[src/rtl/ex_wb_stage_if.sv]
// ----------------------------------------------------------------------------
// ex_wb_stage_if
//
// Purpose:
//   Bundles the signals of the EX -> WB pipeline stage into one interface:
//     - the instruction offer from EX,
//     - the load-data return from data memory,
//     - the write-back / forwarding outputs of the stage.
//
// Modports:
//   master : the EX stage, data memory and forwarding side.
//            Drives the EX offer and the memory return; observes WB outputs.
//   slave  : the ex_wb_stage itself.
//
// Signals:
//   ex_valid      EX presents an instruction this cycle
//   ex_rd         destination register of the EX instruction
//   ex_regwrite   EX instruction writes the register file
//   ex_osrc       result source: 0 = ALU, 1 = memory load
//   ex_alu_result ALU result
//   flush         discard the EX instruction offered this cycle
//   mem_rdata     load data from data memory
//   mem_ready     mem_rdata valid this cycle
//   Writereg      destination register of the instruction in WB
//   Regwrite      instruction in WB will write (to forwarding unit)
//   Osrc          source type in WB (1 = data not yet forwardable)
//   wb_data       write-back data
//   rf_we         register-file write strobe, one cycle per retiring writer
//   stall         EX must hold its instruction
//
// Handshake:
//   EX -> WB uses valid/ready semantics with ready = ~stall. An instruction
//   transfers on a rising edge where ex_valid=1, stall=0 and flush=0. While
//   stall=1, EX must keep its offer stable; the stage ignores it. mem_ready
//   is a one-way valid qualifying mem_rdata and has no back-pressure.
// ----------------------------------------------------------------------------
interface ex_wb_stage_if #(
    parameter int DW = 8,
    parameter int RW = 3
);
    logic          ex_valid;
    logic [RW-1:0] ex_rd;
    logic          ex_regwrite;
    logic          ex_osrc;
    logic [DW-1:0] ex_alu_result;
    logic          flush;
    logic [DW-1:0] mem_rdata;
    logic          mem_ready;

    logic [RW-1:0] Writereg;
    logic          Regwrite;
    logic          Osrc;
    logic [DW-1:0] wb_data;
    logic          rf_we;
    logic          stall;

    modport master (
        output ex_valid, ex_rd, ex_regwrite, ex_osrc, ex_alu_result, flush,
        output mem_rdata, mem_ready,
        input  Writereg, Regwrite, Osrc, wb_data, rf_we, stall
    );

    modport slave (
        input  ex_valid, ex_rd, ex_regwrite, ex_osrc, ex_alu_result, flush,
        input  mem_rdata, mem_ready,
        output Writereg, Regwrite, Osrc, wb_data, rf_we, stall
    );
endinterface

[src/rtl/ex_wb_stage.sv]
// ----------------------------------------------------------------------------
// ex_wb_stage
//
// Purpose:
//   Pipeline stage between EX and the register-file write port. Latches the
//   EX result, destination register and write-enable; holds loads until
//   memory data returns (stalling EX meanwhile); drives Writereg/Regwrite/
//   Osrc to the forwarding unit and a one-cycle write strobe to the RF.
//
// Ports:
//   Clk          clock, all state updates on the rising edge
//   Reset        synchronous, active-high reset
//   bus          ex_wb_stage_if.slave (EX offer, memory return, WB outputs)
//   retire_count 16-bit retired-instruction counter
//   state_dbg    current FSM state (0 = EMPTY, 1 = WRITE, 2 = WAIT_MEM)
//
// Configuration:
//   WB_RETIRE_CNT_EN  when defined, retire_count counts every edge spent in
//                     WRITE (16-bit, wrapping, cleared by Reset). When not
//                     defined, retire_count is tied to zero.
// ----------------------------------------------------------------------------
module ex_wb_stage #(
    parameter int DW = 8,
    parameter int RW = 3
) (
    input  logic                Clk,
    input  logic                Reset,
    ex_wb_stage_if.slave        bus,
    output logic [15:0]         retire_count,
    output logic [1:0]          state_dbg
);

    typedef enum logic [1:0] {
        EMPTY    = 2'd0,
        WRITE    = 2'd1,
        WAIT_MEM = 2'd2
    } state_t;

    state_t        state, state_nxt;
    logic [RW-1:0] writereg_q, writereg_nxt;
    logic          osrc_q, osrc_nxt;
    logic [DW-1:0] wb_data_q, wb_data_nxt;
    logic          regwrite_q, regwrite_nxt;
    logic          accept;

    // An offer is taken only from EMPTY/WRITE; in WAIT_MEM the stall makes
    // EX hold, so its inputs (including flush) are not looked at.
    assign accept = bus.ex_valid & ~bus.flush;

    always_ff @(posedge Clk) begin
        if (Reset) begin
            state      <= EMPTY;
            writereg_q <= '0;
            osrc_q     <= 1'b0;
            wb_data_q  <= '0;
            regwrite_q <= 1'b0;
        end else begin
            state      <= state_nxt;
            writereg_q <= writereg_nxt;
            osrc_q     <= osrc_nxt;
            wb_data_q  <= wb_data_nxt;
            regwrite_q <= regwrite_nxt;
        end
    end

    always_comb begin
        state_nxt    = state;
        writereg_nxt = writereg_q;
        osrc_nxt     = osrc_q;
        wb_data_nxt  = wb_data_q;
        regwrite_nxt = regwrite_q;
        case (state)
            EMPTY, WRITE: begin
                if (accept) begin
                    writereg_nxt = bus.ex_rd;
                    regwrite_nxt = bus.ex_regwrite;
                    osrc_nxt     = bus.ex_osrc;
                    if (bus.ex_osrc) begin
                        // Load: data is never taken in the capture cycle,
                        // even if mem_ready happens to be high.
                        state_nxt = WAIT_MEM;
                    end else begin
                        wb_data_nxt = bus.ex_alu_result;
                        state_nxt   = WRITE;
                    end
                end else begin
                    state_nxt = EMPTY;
                end
            end
            WAIT_MEM: begin
                if (bus.mem_ready) begin
                    wb_data_nxt = bus.mem_rdata;
                    // Data is now final, so forwarding may use it.
                    osrc_nxt    = 1'b0;
                    state_nxt   = WRITE;
                end
            end
            default: state_nxt = EMPTY;
        endcase
    end

    assign bus.Writereg = writereg_q;
    assign bus.Osrc     = osrc_q;
    assign bus.wb_data  = wb_data_q;
    assign bus.stall    = (state == WAIT_MEM);
    // Regwrite stays visible during WAIT_MEM so forwarding sees a pending
    // writer with Osrc=1 and refuses to forward from it.
    assign bus.Regwrite = regwrite_q & ((state == WRITE) | (state == WAIT_MEM));
    assign bus.rf_we    = regwrite_q & (state == WRITE);
    assign state_dbg    = state;

`ifdef WB_RETIRE_CNT_EN
    logic [15:0] retire_cnt_q;

    always_ff @(posedge Clk) begin
        if (Reset) begin
            retire_cnt_q <= 16'd0;
        end else if (state == WRITE) begin
            retire_cnt_q <= retire_cnt_q + 16'd1;
        end
    end

    assign retire_count = retire_cnt_q;
`else
    assign retire_count = 16'd0;
`endif

endmodule

[src/flat_wrapper.sv]
// flat-port wrapper written by rule: the top's interface ports become plain ports
module ex_wb_stage_flat 
#(
    parameter int DW = 8,
    parameter int RW = 3
)
  (Clk, Reset, retire_count, state_dbg, bus_ex_valid, bus_ex_rd, bus_ex_regwrite, bus_ex_osrc, bus_ex_alu_result, bus_flush, bus_mem_rdata, bus_mem_ready, bus_Writereg, bus_Regwrite, bus_Osrc, bus_wb_data, bus_rf_we, bus_stall);
  ex_wb_stage_if #(.DW(DW), .RW(RW)) bus_i ();
  input  logic Clk;
  input  logic Reset;
  output logic [15:0] retire_count;
  output logic [1:0] state_dbg;
  input wire logic [$bits(bus_i.ex_valid)-1:0] bus_ex_valid;
  input wire logic [$bits(bus_i.ex_rd)-1:0] bus_ex_rd;
  input wire logic [$bits(bus_i.ex_regwrite)-1:0] bus_ex_regwrite;
  input wire logic [$bits(bus_i.ex_osrc)-1:0] bus_ex_osrc;
  input wire logic [$bits(bus_i.ex_alu_result)-1:0] bus_ex_alu_result;
  input wire logic [$bits(bus_i.flush)-1:0] bus_flush;
  input wire logic [$bits(bus_i.mem_rdata)-1:0] bus_mem_rdata;
  input wire logic [$bits(bus_i.mem_ready)-1:0] bus_mem_ready;
  output wire logic [$bits(bus_i.Writereg)-1:0] bus_Writereg;
  output wire logic [$bits(bus_i.Regwrite)-1:0] bus_Regwrite;
  output wire logic [$bits(bus_i.Osrc)-1:0] bus_Osrc;
  output wire logic [$bits(bus_i.wb_data)-1:0] bus_wb_data;
  output wire logic [$bits(bus_i.rf_we)-1:0] bus_rf_we;
  output wire logic [$bits(bus_i.stall)-1:0] bus_stall;
  assign bus_i.ex_valid = bus_ex_valid;
  assign bus_i.ex_rd = bus_ex_rd;
  assign bus_i.ex_regwrite = bus_ex_regwrite;
  assign bus_i.ex_osrc = bus_ex_osrc;
  assign bus_i.ex_alu_result = bus_ex_alu_result;
  assign bus_i.flush = bus_flush;
  assign bus_i.mem_rdata = bus_mem_rdata;
  assign bus_i.mem_ready = bus_mem_ready;
  assign bus_Writereg = bus_i.Writereg;
  assign bus_Regwrite = bus_i.Regwrite;
  assign bus_Osrc = bus_i.Osrc;
  assign bus_wb_data = bus_i.wb_data;
  assign bus_rf_we = bus_i.rf_we;
  assign bus_stall = bus_i.stall;
  ex_wb_stage #(.DW(DW), .RW(RW)) u_core (.Clk(Clk), .Reset(Reset), .bus(bus_i), .retire_count(retire_count), .state_dbg(state_dbg));
endmodule
[config.mk]
export PLATFORM = sky130hd
export DESIGN_NAME = ex_wb_stage_flat
export DESIGN_NICKNAME = d
export VERILOG_FILES = /design/src/rtl/ex_wb_stage_if.sv /design/src/rtl/ex_wb_stage.sv /design/src/flat_wrapper.sv
export SDC_FILE = /design/constraint.sdc
export NUM_CORES = 1
export LEC_CHECK = 0
export ABC_AREA = 1
export CAP_MARGIN = 20
export CORE_ASPECT_RATIO = 1.5
export CORE_MARGIN = 8
export CORE_UTILIZATION = 37
export DETAILED_ROUTE_END_ITERATION = 6
export PLACE_DENSITY = 0.79
export SETUP_SLACK_MARGIN = 0.02
export SLEW_MARGIN = 10
export SYNTH_ARGS = -nofsm -noshare
export SYNTH_HDL_FRONTEND = slang
export SYNTH_SLANG_ARGS = --single-unit
[constraint.sdc]
create_clock -name Clk -period 1.5 [get_ports Clk]
set_input_delay 0.225 -clock Clk [delete_from_list [all_inputs] [get_ports Clk]]
set_output_delay 0.225 -clock Clk [all_outputs]
set_load 0.02 [all_outputs]
==> qor.csv <==
stage;metric;value;unit
final_layout;fin_cells;241;
final_layout;seqCellArea;303;um2
floorplanning;initial_utilization;0.382;
yosys;synth_top_area_share;0.297;
detailed_routing;avgRoutedWirePerCell;12.2;um
status;status;finished clean;
placed_design;dp_hpwl;2260;um
clocking;clk_pin_slew;0.07;ns
floorplanning;die_area;4700;um2
final_layout;final_common_cell;nand2_1;
yosys;netlist.top_cell.by_area;dfxtp_1;
final_layout;multiInputGateArea;659;um2
final_layout;n_antenna_cell;0;
clocking;clock_path_buffers;2;
sta;finalSetupViolCount;0;
sta;clock_skew;0.000849;ns
floorplanning;io_pins;59;
placed_design;place_area;1500;um2
critical_path;worstSetupPathDepth;11;
clocking;postCtsHoldBufs;0;
clocking;htreeDepth;1;
detailed_routing;vias;1048;
sta;max_freq;690;MHz
yosys;ys_top_cells_by_area;dfxtp_1 30%, nand2_1 14%, buf_4 13%;
critical_path;crit_family;buffers and inverters;
sta;hold_viol_final;0;
clocking;root_buffer;clkbuf_8;
clocking;numCtsBuffers;3;
global_route;grt_start_max_net_pins;14;
global_route;track_usage;0.124;
critical_path;r2r_slack;0.05;ns
final_layout;finish.utilization;0.636;
detailed_routing;drt_first_pass_iters;4;
final_layout;fillers;263;
critical_path;reg2reg_from;u_core.state_dbg[0]$_SDFFE_PP0P_;
detailed_routing;drt_iter0_markers;10;
critical_path;crit_slowest_cell;dfxtp_2;
critical_path;startpoint;u_core.state_dbg[0]$_SDFFE_PP0P_;
final_layout;design_area;1680;um2
yosys;synthesis.area;1010;um2
critical_path;cp-endpoint;u_core.bus.wb_data[7]$_SDFFE_PP0P_;
floorplanning;rows;23;
placed_design;gp_congestion;0.767;
global_route;grt_pass1_vias;1095;
job;cap_violations;0;
clocking;clkSinkCount;15;
final_layout;area_growth;66.6;%
yosys;synth_cell_type_count;18;
global_route;antenna_found_initial;0;
sta;period_share;0.966;
placed_design;port_buffers;42;
power;peakVddDrop;560;uV
critical_path;reg2reg_depth;11;
yosys;yosysWarnings;0;
critical_path;worst_r2r_endpoint;u_core.bus.wb_data[7]$_SDFFE_PP0P_;
clocking;clk-insertion-delay-late;0.25;ns
detailed_routing;routed_via_density;4.35;
detailed_routing;drt_wl_total;2950;um
yosys;yosysSeqAreaShare;0.297;
critical_path;crit_path_start_kind;flop;
detailed_routing;drc;0;
final_layout;most-common-layout-cells;37 x nand2_1, 36 x clkdlybuf4s50_1, 26 x nor2_1;
critical_path;crit_type;flop to flop;
yosys;synth_area_per_cell;6.79;um2
sta;period_minus_slack;1.45;ns
yosys;netlist_instances;149;
critical_path;worst-path-max-fanout;8;
critical_path;path_cells;inv_2, buf_6, ha_4, buf_8, clkinv_8, nor2_8, nor2_4, buf_12, nand3_2, nand2_1, nor2_1;
placed_design;dp_slack;-0.0607;ns
power;p_per_area;708;nW/um2
detailed_routing;ant_nets;0;
floorplanning;core-area;2650;um2
global_route;overflow;0;
placed_design;dp.cells;235;
worst_hold_path;hold_class;flop to flop;
critical_path;crit_path_max_incr_delay;0.34;ns
sta;setup_ws;0.0515;ns
sta;slew_violations;0;
global_route;grt_pass1_wl;4590;um
clocking;cts_tree;built;
critical_path;arrival;1.59;ns
power;p_leak;0.000806;uW
critical_path;end_kind;flop;
floorplanning;dieWidth;58.7;um
critical_path;crit_buf_inv;5;
worst_hold_path;min_from;u_core.bus.wb_data[1]$_SDFFE_PP0P_;
sta;rsz0062_at_grt;yes;
final_layout;fin_nets;235;
final_layout;drive_above_1_share;0.225;
floorplanning;die_h;80.0;um
critical_path;critical_path_required;1.64;ns
power;total_power;1190;uW
yosys;synth_seq_cells;15;
## worst min path at each step
stage	end	cells after the start
3_3_place_gp	u_core.bus.Osrc$_SDFFE_PP0P_	2
6_report	u_core.bus.wb_data[1]$_SDFFE_PP0P_	2
5_1_grt	u_core.bus.Osrc$_SDFFE_PP0P_	2
4_1_cts	u_core.bus.Osrc$_SDFFE_PP0P_	2
3_5_place_dp	u_core.bus.Osrc$_SDFFE_PP0P_	2
2_1_floorplan	u_core.state_dbg[0]$_SDFFE_PP0P_	1
## cell usage after synthesis, drive strengths merged
library cell / count
o21ai: 5
a21oi: 3
nand2: 39
buf: 18
dfxtp: 15
and2: 8
clkbuf: 1
inv: 12
ha: 4
nand3: 11
conb: 1
nor2: 32
## cells by family (layout without fill, tap and decap cells)
| kind of cell | Yosys count | after routing | synth area share |
|---|---|---|---|
| buf+inv | 31 | 71 | 0.196 |
| fa+ha+maj | 4 | 4 | 0.0495 |
| flops | 15 | 15 | 0.297 |
| compound gates | 8 | 8 | 0.0396 |
| other cells | 1 | 16 | 0.00371 |
| simple gates | 90 | 90 | 0.415 |
## sequential cells by signal (all words and copies together) (netlist names)
signal               cells
u_core.regwrite_q        1
u_core.bus.wb_data       8
u_core.bus.Osrc          1
u_core.bus.Writereg      3
u_core.state_dbg         2
## power breakdown
group	switching [uW]	total (uW)	internal [uW]	leakage, uW
Clock	154	338	184	0.0000255
Combinational	216	412	196	0.000657
Sequential	14.4	442	428	0.000124
## final cells by class
class,instances,area share
Multi-Input combinational cell,118,0.392
Timing Repair Buffer,55,0.338
Inverter,12,0.0357
Clock inverter,1,0.00297
Sequential cell,15,0.180
Tap cell,37,0.0275
Clock buffer,3,0.0245
## worst register-to-register path: cells and delay by family, from the launching register on
family | cells | cell delay, ns
buf+inv | 5 | 0.48
fa+ha+maj | 1 | 0.16
simple gates | 5 | 0.35
flops | 1 | 0.34
## routing by layer
metal	vias up	GRT usage	wire (um)
met5	-	0	0
li1	531	-	-
met4	0	0.0601	85
met1	472	0.108	1030
met3	6	0.0274	192
met2	39	0.252	1640
## metrics by stage
step	hold slack (ns)	TNS [ns]
after floorplan	0.287	0
after global placement	0.451	-0.0409
after detailed placement	0.466	-0.148
after CTS	0.473	0
after global routing	0.502	-0.0480
final	0.468	0
## timing repair
item,in CTS,in global routing
pin swaps,2,6
setup endpoints to repair,13,17
buffers inserted,0,2
hold endpoints to repair,0,0
resized for setup,24,22
Note: power is estimated with default switching activity, not from simulation.
==> edit, RTL diff (same settings) <==
Put one more register stage on the output `state_dbg`, cleared by the reset. The value now appears one clock later. The other outputs are not delayed to match.
--- a/src/rtl/ex_wb_stage.sv
+++ b/src/rtl/ex_wb_stage.sv
@@ -107,7 +107,13 @@
     // writer with Osrc=1 and refuses to forward from it.
     assign bus.Regwrite = regwrite_q & ((state == WRITE) | (state == WAIT_MEM));
     assign bus.rf_we    = regwrite_q & (state == WRITE);
-    assign state_dbg    = state;
+    always_ff @(posedge Clk) begin
+        if (Reset) begin
+            state_dbg <= '0;
+        end else begin
+            state_dbg <= state;
+        end
+    end
 
 `ifdef WB_RETIRE_CNT_EN
     logic [15:0] retire_cnt_q;
Formal check against the unedited RTL: not equivalent (a bounded check fails within 4 cycles, from zero or initial values and one cycle with Reset high).
==> edit against the unedited design <==
Final area fell by 4.2%. Worst setup slack improved by 15 ps. Total power fell by 0.47%. Non-clock buffer count fell by 5. Sequential cell count rose by 2. Wire length fell by 4.7%. Synthesized cell count fell by 0.67%. Synthesized area rose by 6.1%. Critical path type is now flop to output pin. Critical endpoint is now bus_wb_data[5].
==> edit: results (changes against the unedited design) <==
[synthesis]
ys_types = 22  ; +4
synthTopCellsByArea = dfxtp_1 32%, buf_4 12%, nand2_1 11%
synth_seq_area_share = 0.317  ; +0.0204
yosys-top-cells-count = 32 x nand2_1, 28 x nor2_1, 17 x buf_4, 17 x dfxtp_1, 10 x nand3_1
synthArstFlopShare = 0  ; unchanged
yosys_warnings = 0  ; unchanged
ys.flop_type = dfxtp_1

[worst_setup_path]
cp_slowest_stage_delay_ps = 620  ; +280 ps
critPathArrivalTime_ps = 1210  ; -380 ps
cpMaxStageDelayCell = clkdlybuf4s50_1
crit_fanout = 2  ; -6
path_delay_family = buffers and inverters

[clock_tree]
path_clk_slew_ps = 70  ; about the same
clockRootBuffer = clkbuf_8
htreeDepth = 1  ; unchanged
clk-insertion-delay-late_ps = 250  ; about the same
clock_path_buffers = 2  ; unchanged
post-cts-setup-buffers = 0  ; unchanged
numCtsBuffers = 3  ; unchanged
cts_resized = 11  ; -54%

[grt]
met1_usage = 0.108  ; -0.000441
grtUsageMet3 = 0.0345  ; +0.00706
busiest_layer = met2
grt_start_max_net_pins = 11  ; -3
gr-usage-met2 = 0.208  ; -0.0436
grt_pass1_wl_um = 4230  ; -7.8%
grt_pass1_vias = 981  ; -10%
track_usage = 0.109  ; -0.0157

[cells_and_area]
antenna_cells = 0  ; unchanged
drive_gt1_frac = 0.186  ; -0.0396
fin_nets = 230  ; -2.1%
fillers = 277  ; +5.3%
largest_register_ff_count = 8  ; unchanged

[detailed_routing]
routed_wl_um = 2810  ; -4.7%
antenna_left = 0  ; unchanged
vias_per_cell = 4.21  ; -3.1%
first_pass_iters = 4  ; unchanged
drtIter0Drc = 18  ; +8

[power_and_ir_drop]
p_leak_nw = 0.719  ; -11%
power_density_nw_per_um2 = 735  ; +3.9%
ir_drop_v = 0.000469  ; -16%

[min_path]
hp-class = flop to flop

[place]
place.gp.congestion = 0.795  ; +3.6%
hpwlAfterDp_um = 2250  ; -0.51%
io_buffer_count = 42  ; unchanged
place_ws_ps = -110  ; -49.2 ps
placedInstanceArea_um2 = 1530  ; +1.8%

[timing]
fin_skew_ps = 3.01  ; +2.16 ps

[run_status]
status = complete, no violations

[die]
core_area_um2 = 2820  ; +6.6%

==> edit: worst paths after layout <==
| path | startpoint | to | slack, ps | depth (start not counted) |
|---|---|---|---|---|
| setup / recovery | u_core.bus.wb_data[5]$_SDFFE_PP0P_ | bus_wb_data[5] | 70 | 1 |
| hold / removal | u_core.bus.Osrc$_SDFFE_PP0P_ | u_core.bus.Osrc$_SDFFE_PP0P_ | 470 | 2 |
| hold reg to reg | u_core.bus.Osrc$_SDFFE_PP0P_ | u_core.bus.Osrc$_SDFFE_PP0P_ | 470 | 2 |
| setup reg to reg | u_core.state[0]$_SDFFE_PP0P_ | u_core.bus.wb_data[5]$_SDFFE_PP0P_ | 90 | 8 |
==> edit: routing by layer <==
metal  up-vias  share of wire
li1        524              -
met1       433           0.36
met2        41           0.54
met3         5          0.091
met4         0         0.0085
met5         -              0
==> edit: cells by family (layout without fill, tap and decap cells) <==
group	Yosys count	count (layout)	share of synthesized area
flip-flops	17	17	0.317
AO/OA/AOI/OAI	9	9	0.0525
adder cells (fa/ha/maj)	4	4	0.0467
AND/OR/NAND/NOR	88	88	0.410
other	1	16	0.00350
buffers and inverters	29	65	0.170
==> edit: layout make-up <==
class	count	area share
multi-input cells	117	0.400
flip-flops and latches	17	0.214
well taps	39	0.0302
repair buffers	50	0.301
clock buffers	4	0.0279
inverters	11	0.0271
==> edit: report_power, final <==
group	total, W	internal, W	switching (W)
sequential	0.000492	0.000478	0.0000135
combinational	0.000347	0.000163	0.000184
clock	0.000348	0.000189	0.000159
==> edit: per-stage QoR <==
step	instances	hold WS, ps
2_1_floorplan	163	294
3_3_place_gp	234	459
3_5_place_dp	234	465
4_1_cts	238	472
5_1_grt	238	484
6_report	238	471
